## src/rtl/writeback_stage_if.sv

```systemverilog
// Retire-side handshake from execute plus the data-memory load response
// consumed by writeback_stage.
interface writeback_stage_if;
  logic        in_valid;
  logic        in_ready;
  logic [4:0]  in_rd;
  logic [1:0]  in_wb_sel;
  logic [2:0]  in_funct3;
  logic [31:0] in_alu;
  logic [31:0] in_pc4;
  logic        mem_rvalid;
  logic [31:0] mem_rdata;

  modport master (
    output in_valid, in_rd, in_wb_sel, in_funct3, in_alu, in_pc4,
    output mem_rvalid, mem_rdata,
    input  in_ready
  );

  modport slave (
    input  in_valid, in_rd, in_wb_sel, in_funct3, in_alu, in_pc4,
    input  mem_rvalid, mem_rdata,
    output in_ready
  );
endinterface

```

## src/rtl/writeback_stage.sv

```systemverilog
// shrv32 writeback stage: selects the retiring result and drives one registered
// register-file write per instruction. Optional macro WB_RETIRE_CNT_EN adds a retire counter.
//
// state     | meaning
// IDLE      | ready for the next retiring instruction
// WAIT_LOAD | load accepted, waiting for mem_rvalid or timeout
// COMMIT    | write-port cycle (WE high unless suppressed)
module writeback_stage #(
  parameter int unsigned LOAD_TIMEOUT = 255
) (
  input  logic               CLK,
  input  logic               RST,
  writeback_stage_if.slave   bus,
  output logic               WE,
  output logic [4:0]         A3,
  output logic [31:0]        WB,
  output logic               load_err,
  output logic [31:0]        retire_count
);

  typedef enum logic [1:0] {IDLE, WAIT_LOAD, COMMIT} state_t;

  localparam logic [15:0] TO_LAST = 16'(LOAD_TIMEOUT - 1);

  localparam logic [2:0] F3_LB  = 3'b000;
  localparam logic [2:0] F3_LH  = 3'b001;
  localparam logic [2:0] F3_LW  = 3'b010;
  localparam logic [2:0] F3_LBU = 3'b100;
  localparam logic [2:0] F3_LHU = 3'b101;

  state_t      state_q, state_d;
  logic        we_q, we_d;
  logic [4:0]  a3_q, a3_d;
  logic [31:0] wb_q, wb_d;
  logic        err_q, err_d;
  logic [15:0] cnt_q, cnt_d;
  logic [4:0]  rd_q, rd_d;
  logic [2:0]  funct3_q, funct3_d;
  logic [1:0]  addr_q, addr_d;

  logic        load_bad;
  logic [7:0]  byte_sel;
  logic [15:0] half_sel;
  logic [31:0] load_ext;

  assign bus.in_ready = (state_q == IDLE);

  // Illegal width or misaligned address rejects the load at accept time.
  always_comb begin
    load_bad = 1'b0;
    case (bus.in_funct3)
      F3_LB, F3_LBU: load_bad = 1'b0;
      F3_LH, F3_LHU: load_bad = bus.in_alu[0];
      F3_LW:         load_bad = (bus.in_alu[1:0] != 2'b00);
      default:       load_bad = 1'b1;
    endcase
  end

  always_comb begin
    byte_sel = bus.mem_rdata[{addr_q, 3'b000} +: 8];
    half_sel = addr_q[1] ? bus.mem_rdata[31:16] : bus.mem_rdata[15:0];
    case (funct3_q)
      F3_LB:   load_ext = {{24{byte_sel[7]}}, byte_sel};
      F3_LBU:  load_ext = {24'h0, byte_sel};
      F3_LH:   load_ext = {{16{half_sel[15]}}, half_sel};
      F3_LHU:  load_ext = {16'h0, half_sel};
      default: load_ext = bus.mem_rdata;
    endcase
  end

  always_comb begin
    state_d  = state_q;
    we_d     = 1'b0;
    a3_d     = a3_q;
    wb_d     = wb_q;
    err_d    = 1'b0;
    cnt_d    = cnt_q;
    rd_d     = rd_q;
    funct3_d = funct3_q;
    addr_d   = addr_q;

    case (state_q)
      IDLE: begin
        if (bus.in_valid) begin
          rd_d     = bus.in_rd;
          funct3_d = bus.in_funct3;
          addr_d   = bus.in_alu[1:0];
          case (bus.in_wb_sel)
            2'd0, 2'd2: begin
              state_d = COMMIT;
              if (bus.in_rd != 5'd0) begin
                we_d = 1'b1;
                a3_d = bus.in_rd;
                wb_d = (bus.in_wb_sel == 2'd0) ? bus.in_alu : bus.in_pc4;
              end
            end
            2'd1: begin
              if (load_bad) begin
                err_d = 1'b1;
              end else begin
                state_d = WAIT_LOAD;
                cnt_d   = 16'd0;
              end
            end
            default: state_d = COMMIT;
          endcase
        end
      end
      WAIT_LOAD: begin
        // Data arriving on the last allowed cycle still completes the load.
        if (bus.mem_rvalid) begin
          state_d = COMMIT;
          if (rd_q != 5'd0) begin
            we_d = 1'b1;
            a3_d = rd_q;
            wb_d = load_ext;
          end
        end else if (cnt_q == TO_LAST) begin
          err_d   = 1'b1;
          state_d = IDLE;
        end else begin
          cnt_d = cnt_q + 16'd1;
        end
      end
      COMMIT:  state_d = IDLE;
      default: state_d = IDLE;
    endcase
  end

  always_ff @(posedge CLK) begin
    if (!RST) begin
      state_q  <= IDLE;
      we_q     <= 1'b0;
      a3_q     <= 5'd0;
      wb_q     <= 32'd0;
      err_q    <= 1'b0;
      cnt_q    <= 16'd0;
      rd_q     <= 5'd0;
      funct3_q <= 3'd0;
      addr_q   <= 2'd0;
    end else begin
      state_q  <= state_d;
      we_q     <= we_d;
      a3_q     <= a3_d;
      wb_q     <= wb_d;
      err_q    <= err_d;
      cnt_q    <= cnt_d;
      rd_q     <= rd_d;
      funct3_q <= funct3_d;
      addr_q   <= addr_d;
    end
  end

  assign WE       = we_q;
  assign A3       = a3_q;
  assign WB       = wb_q;
  assign load_err = err_q;

`ifdef WB_RETIRE_CNT_EN
  logic [31:0] retire_q, retire_d;

  always_comb begin
    retire_d = retire_q + 32'((state_q == COMMIT) ? 1 : 0);
  end

  always_ff @(posedge CLK) begin
    if (!RST) retire_q <= 32'd0;
    else      retire_q <= retire_d;
  end

  assign retire_count = retire_q;
`else
  assign retire_count = 32'd0;
`endif

endmodule

```

## src/flat_wrapper.sv

```systemverilog
// flat-port wrapper written by rule: the top's interface ports become plain ports
module writeback_stage_flat 
#(
  parameter int unsigned LOAD_TIMEOUT = 255
)
  (CLK, RST, WE, A3, WB, load_err, retire_count, bus_in_valid, bus_in_rd, bus_in_wb_sel, bus_in_funct3, bus_in_alu, bus_in_pc4, bus_mem_rvalid, bus_mem_rdata, bus_in_ready);
  writeback_stage_if bus_i ();
  input  logic CLK;
  input  logic RST;
  output logic WE;
  output logic [4:0] A3;
  output logic [31:0] WB;
  output logic load_err;
  output logic [31:0] retire_count;
  input wire logic [$bits(bus_i.in_valid)-1:0] bus_in_valid;
  input wire logic [$bits(bus_i.in_rd)-1:0] bus_in_rd;
  input wire logic [$bits(bus_i.in_wb_sel)-1:0] bus_in_wb_sel;
  input wire logic [$bits(bus_i.in_funct3)-1:0] bus_in_funct3;
  input wire logic [$bits(bus_i.in_alu)-1:0] bus_in_alu;
  input wire logic [$bits(bus_i.in_pc4)-1:0] bus_in_pc4;
  input wire logic [$bits(bus_i.mem_rvalid)-1:0] bus_mem_rvalid;
  input wire logic [$bits(bus_i.mem_rdata)-1:0] bus_mem_rdata;
  output wire logic [$bits(bus_i.in_ready)-1:0] bus_in_ready;
  assign bus_i.in_valid = bus_in_valid;
  assign bus_i.in_rd = bus_in_rd;
  assign bus_i.in_wb_sel = bus_in_wb_sel;
  assign bus_i.in_funct3 = bus_in_funct3;
  assign bus_i.in_alu = bus_in_alu;
  assign bus_i.in_pc4 = bus_in_pc4;
  assign bus_i.mem_rvalid = bus_mem_rvalid;
  assign bus_i.mem_rdata = bus_mem_rdata;
  assign bus_in_ready = bus_i.in_ready;
  writeback_stage #(.LOAD_TIMEOUT(LOAD_TIMEOUT)) u_core (.CLK(CLK), .RST(RST), .bus(bus_i), .WE(WE), .A3(A3), .WB(WB), .load_err(load_err), .retire_count(retire_count));
endmodule
```

## config.mk

```make
export PLATFORM = sky130hd
export DESIGN_NAME = writeback_stage_flat
export DESIGN_NICKNAME = d
export VERILOG_FILES = /design/src/rtl/writeback_stage_if.sv /design/src/rtl/writeback_stage.sv /design/src/flat_wrapper.sv
export SDC_FILE = /design/constraint.sdc
export NUM_CORES = 1
export LEC_CHECK = 0
export ABC_AREA = 1
export CAP_MARGIN = 40
export CORE_MARGIN = 3
export CORE_UTILIZATION = 44
export DETAILED_ROUTE_END_ITERATION = 7
export PLACE_DENSITY = 0.84
export REMOVE_ABC_BUFFERS = 1
export SETUP_SLACK_MARGIN = 0.02
export SLEW_MARGIN = 20
export SYNTH_ARGS = -nofsm -noshare
export SYNTH_HDL_FRONTEND = slang
export SYNTH_SLANG_ARGS = --single-unit
```

## constraint.sdc

```tcl
create_clock -name CLK -period 1.92 [get_ports CLK]
set_input_delay 0.576 -clock CLK [delete_from_list [all_inputs] [get_ports CLK]]
set_output_delay 0.576 -clock CLK [all_outputs]
set_load 0.05 [all_outputs]
```

* After elaboration in Yosys (flattened, before gate mapping)
Cells that the tools add are included.
Word-level totals: register bits after elaboration 67, latch bits 0, bits in writable memories 0, ROM bits 0, output and inout port bits 72, logic and storage cells 88, memories kept 0
Operators by class: $add $sub $neg 1, $mul 0, divide/modulo/power cells 0, $lt $le $gt $ge 0, equality and inequality tests 22, shift-type cells 1, mux-type cells 40, bitwise operators 0, reduce and logical (&&, ||, !) cells 15
Operator list (count):
- $mux 32 | 6
- $pmux 32 s4 | 1
- $mux 16 | 6
- $pmux 32 s2 | 1
- $pmux 16 s2 | 1
- $shiftx 32x6->8 | 1
- $mux 5 | 5
- $add 16x1->16 const B | 1
- $eq 16x8->1 const B | 1
- $eq 3x3->1 const B | 4
- $reduce_and 6->1 | 2
- $mux 1 | 10
- $mux 2 | 5
- $ne 2x2->1 const B | 5
- $pmux 5 s2 | 1
- $reduce_bool 5->1 | 2
- $ne 2x1->1 const B | 4
- $eq 3x1->1 const B | 2
- $logic_not 3->1 | 2
- $reduce_or 2->1 | 3
- $eq 2x1->1 const B | 2
- $logic_not 2->1 | 2
- $pmux 1 s2 | 2
- $pmux 2 s2 | 1
- other kinds (8) | 9

* Depth between registers and ports, before layout
word-level depth 7, depth in mapped cells 11, depth with buffers taken out 10

* Least setup slack after synthesis
No wires, ideal clock.
path kind register to register, from register u_core.state_q[1], to register u_core.wb_q[8], in the netlist u_core.WB[8], data arrival time 1.632 ns, required time 1.800 ns, setup slack 0.168 ns, cell stages (with the launch flop) 9, clock period less this slack 1.752 ns, cell sequence dfxtp_1 -> nor2_2 -> nand2_2 -> o21ai_2 -> buf_6 -> inv_2 -> buf_6 -> nor2_1 -> a21oi_1
On the way: cells in the longest elaborated chain, start to end 3, elaborated cells on any way between the ends 10, classes of those cells eq/ne (6); mux (1); reduce/logical (3)
RTL lines:
- from (decl) | RTL line writeback_stage.sv:31 | state_t state_q, state_d;
- from (signal assigned) | RTL line writeback_stage.sv:142 | state_q <= state_d;
- $logic_not 2->1 (*)
- named net bus_in_ready | RTL line flat_wrapper.sv:23 | output wire logic [$bits(bus_i.in_ready)-1:0] bus_in_ready;
- $ne 2x1->1 (no source line) (tied with other cells)
- $reduce_and 6->1 (no source line)
- to (signal assigned) | RTL line writeback_stage.sv:145 | wb_q <= wb_d;
- to (decl) | RTL line writeback_stage.sv:34 | logic [31:0] wb_q, wb_d;
The timed path passes the listed nets; every way through them passes the cells marked *. A chain may end at the register's enable or synchronous reset.

* Worst setup path in the final report
from input port bus_in_funct3[0], to register u_core.cnt_q[8]
On the way: cells in the longest elaborated chain, start to end 5, elaborated cells on any way between the ends 10, classes of those cells eq/ne (5); mux (1); reduce/logical (4)
RTL lines:
- from (decl) | RTL line flat_wrapper.sv:18 | input wire logic [$bits(bus_i.in_funct3)-1:0] bus_in_funct3;
- $eq 3x1->1 (tied with other cells) | RTL line writeback_stage.sv:51 | case (bus.in_funct3)
- $reduce_or 2->1 | RTL line writeback_stage.sv:51
- $pmux 1 s3 (*) | RTL line writeback_stage.sv:51
- $ne 2x2->1 (no source line) (*)
- $reduce_and 6->1 (no source line) (*)
- to (signal assigned) | RTL line writeback_stage.sv:147 | cnt_q <= cnt_d;
- to (decl) | RTL line writeback_stage.sv:36 | logic [15:0] cnt_q, cnt_d;
Mark *: on every way between the ends. The rest lies on a longest branch, timed or not.

==> reports/qor.yml <==
floorplanning:
  die_area_sq_um: 11700
  die_height_um: 108
  placeableCoreArea_sq_um: 9950
  die_w_um: 108
  row_cnt: 36
  initial_cell_density_of_the_core_pct: 46.0
  top_level_port_count: 182
sta:
  timing.final.crit_share_pct: 92.5
  max_slew.worst_pin.slew_ns: 0.591
  fin_crit_ns: 1.78
  hold_viol: 0
  final_setup_viols: 0
  grt_setup_unrepaired: "false"
  slew-limit-headroom_pct: 60.6
  fmaxAchievable_mhz: 563
  slew_violations: 0
  timing.clock.skew_ns: 0.0123
  hold_ws_ns: 0.467
route:
  total_via_count_after_detailed_routing: 5241
  wl_met3_um: 1360
  dr_wl_met2_um: 7100
  m1WireLength_um: 6000
  postRouteWirelength_um: 14700
  route.detailed.vias_per_inst: 5.10
  drt_iter0_markers: 344
  remaining_drc_errors: 0
  drt_pre_antenna_iters: 5
  ant_nets: 0
  maxUsedRoutingLayer: "met4"
  routed_wire_length_per_instance_um: 14.3
synthesis:
  synth.area.top_cells: "sky130_fd_sc_hd__dfxtp_1 (29%), sky130_fd_sc_hd__nand2_1 (16%), sky130_fd_sc_hd__a21oi_1 (9.5%)"
  synthesis.instances: 743
  yosys_warnings: 0
  synthSimpleGateAreaFrac_pct: 34.2
  synth.area.mux_share_pct: 0
  synth_ff_type: "sky130_fd_sc_hd__dfxtp_1"
  synth.top_cells.by_count: "sky130_fd_sc_hd__nand2_1 (195), sky130_fd_sc_hd__a21oi_1 (87), sky130_fd_sc_hd__nor2_1 (87)"
  synthMostInstantiatedCell: "sky130_fd_sc_hd__nand2_1"
  dominant_combinational_cell_family_by_area_after_synthesis: "simple AND/OR/NAND/NOR gates"
  synthesized_area_fraction_occupied_by_ao_oa_aoi_and_oai_cells_pct: 20.3
  avgSynthCellArea_sq_um: 6.16
  synth-adder-area-share_pct: 0.547
  synth_top_cell_by_area: "sky130_fd_sc_hd__dfxtp_1"
  synth_xor_area_share_pct: 1.53
  post_synthesis_cell_type_count: 30
  fraction_of_registers_with_async_set_reset_pct: 0
  synth-seq-cells: 67
  synth_seq_area_share_pct: 29.3
  synth_edf_count: 0
  mappedNetlistArea_sq_um: 4570
  synth_top_area_share_pct: 29.3
cells_and_area:
  areaGrowthSynthToFinish_pct: 37.6
  fillers: 946
  drive_gt1_share_pct: 13.4
  antenna_cells_inserted: 0
  fin_cells: 1028
  design.final.nets: 1003
  finish.instance_area_sq_um: 6300
cts:
  cts_tree: "yes"
  clk_latency_ns: 0.34
  cts_buffers: 9
  cts.path.max_buffers: 2
  cts_setup_buffers: 0
  clkTransAtPathRegs_ns: 0.07
  root_buffer: "sky130_fd_sc_hd__clkbuf_8"
  cts.hold.buffers_added: 0
  h-tree-depth: 3
  cts_resized: 0
  tritoncts_num_sinks: 67
global_routing:
  grt_overflow_total: 0
  initial_antenna_violation_count: 0
  grt_start_max_net_pins: 53
  first_pass_grt_wire_length_um: 23300
  grt_pass1_vias: 4630
  groute.usage.overall_pct: 24.7
worst_setup_path:
  critPathBufInv: 3
  critical_path_rt_ns: 2.18
  cp.arrival_ns: 2.03
  startpoint_type: "primary input"
  worstPathMaxFanout: 17
  cp_top_family: "buffers and inverters"
  worst_path_largest_cell_delay_ns: 0.52
  critical_path.most_common_cell: "sky130_fd_sc_hd__nand2_4"
  critPathKind: "in2reg"
  critical_path.endpoint_type: "flop"
  cp_cell_sequence: "clkdlybuf4s50_1 > inv_1 > o21bai_1 > nand3_1 > nand2_4 > inv_2 > nand2_4 > nand2_1 > a21oi_1"
  cell_with_the_biggest_individual_delay_on_the_critical_path: "sky130_fd_sc_hd__clkdlybuf4s50_1"
pwr:
  power.leakage_nw: 2.70
  power.density_cell_area_nw_per_um2: 674
  vdd.ir_drop.worst_mv: 0.389
min_path:
  holdCritPathClass: "reg2reg"
job:
  cap_violations: 0
placement:
  placed_cells: 1013
  globalplace.congestion: 0.904
  placement.io_buffers: 149
  placement.cell_area_sq_um: 6100
  place_hpwl_um: 11100
run_status:
  run_status: "completed"
-- layout by cell type, fill, tap and decap left out, types with 2 or more instances in the layout --
master / count
sky130_fd_sc_hd__nand2_1: 195
sky130_fd_sc_hd__clkdlybuf4s50_1: 109
sky130_fd_sc_hd__a21oi_1: 87
sky130_fd_sc_hd__nor2_1: 86
sky130_fd_sc_hd__nand3_1: 67
sky130_fd_sc_hd__buf_4: 67
sky130_fd_sc_hd__dfxtp_1: 67
sky130_fd_sc_hd__o21ai_0: 64
sky130_fd_sc_hd__inv_1: 35
sky130_fd_sc_hd__conb_1: 32
sky130_fd_sc_hd__clkbuf_8: 11
sky130_fd_sc_hd__o211ai_1: 8
sky130_fd_sc_hd__inv_2: 7
sky130_fd_sc_hd__or2_2: 7
sky130_fd_sc_hd__a21oi_2: 6
sky130_fd_sc_hd__nand2_2: 6
sky130_fd_sc_hd__buf_12: 6
sky130_fd_sc_hd__nand4_1: 5
sky130_fd_sc_hd__xnor2_1: 4
sky130_fd_sc_hd__xor2_1: 4
sky130_fd_sc_hd__nor2_2: 3
sky130_fd_sc_hd__o21bai_1: 3
sky130_fd_sc_hd__nor2_4: 2
sky130_fd_sc_hd__o21ai_1: 2
sky130_fd_sc_hd__nand2_4: 2
sky130_fd_sc_hd__o211a_1: 2
sky130_fd_sc_hd__ha_1: 2
sky130_fd_sc_hd__clkbuf_1: 2
-- power by group --
group          internal, mW  total [mW]  switching [mW]  leakage (nW)
sequential             1.49        1.54          0.0551         0.549
clock                 0.664        1.19           0.528        0.0995
combinational         0.564        1.51           0.947          2.05
-- flip-flops by register name (all words and copies together), names as in the netlist --
register         count
u_core.load_err      1
u_core.A3            5
u_core.addr_q        2
u_core.state_q       2
u_core.cnt_q        16
u_core.rd_q          5
u_core.WB           32
u_core.funct3_q      3
u_core.WE            1
-- per-layer routing --
metal / GRT usage [%] / vias to the layer above
li1: - / 2652
met1: 29.9 / 2352
met2: 43.6 / 217
met3: 7.28 / 20
met4: 5.23 / 0
met5: 0 / -
-- final timing paths --
check	from	endpoint	slack, ns	cells after the start
worst max-delay path	bus_in_funct3[0]	u_core.cnt_q[8]	0.14	9
worst min-delay path	u_core.WB[3]	u_core.WB[3]	0.47	2
worst max register to register	u_core.state_q[0]	u_core.WB[5]	0.30	8
worst min register to register	u_core.WB[3]	u_core.WB[3]	0.47	2
-- cells by family (layout without fill, tap and decap cells) --
logic type,after synthesis,in the layout
DFF,67,67
AOI/OAI and AO/OA,173,173
and+or+nand+nor,373,373
buffers and inverters,119,240
adders and majority gates,2,2
other,1,32
xor gates and xnor gates,8,8
-- per-stage QoR --
step	setup TNS [ns]	total power, mW	worst slack [ns]	util, %
CTS	0	4.26	0.162	63.2
floorplan	-34.34	2.43	-1.02	-
global placement	-4.45	3.06	-0.101	61.3
global route	0	4.46	0.0362	63.2
finish	0	4.24	0.144	63.2
detailed placement	-7.25	3.07	-0.184	61.3
-- worst reg2reg max path, delay by kind of cell (launching register included) --
| family | cells | cell delay (ns) |
|---|---|---|
| compound gates | 2 | 0.22 |
| buf+inv | 3 | 0.46 |
| flops | 1 | 0.35 |
| simple gates | 3 | 0.46 |
-- layout make-up --
| cell class | count | area [sq um] | area share (%) |
|---|---|---|---|
| multi-input cells | 588 | 2720 | 43.2 |
| clock inverters | 2 | 35.0 | 0.556 |
| flip-flops and latches | 67 | 1340 | 21.3 |
| clock buffers | 13 | 159 | 2.52 |
| well taps | 133 | 166 | 2.64 |
| repair buffers | 182 | 1710 | 27.2 |
| inverters | 43 | 161 | 2.56 |
Note: power is estimated with default switching activity, not from simulation.
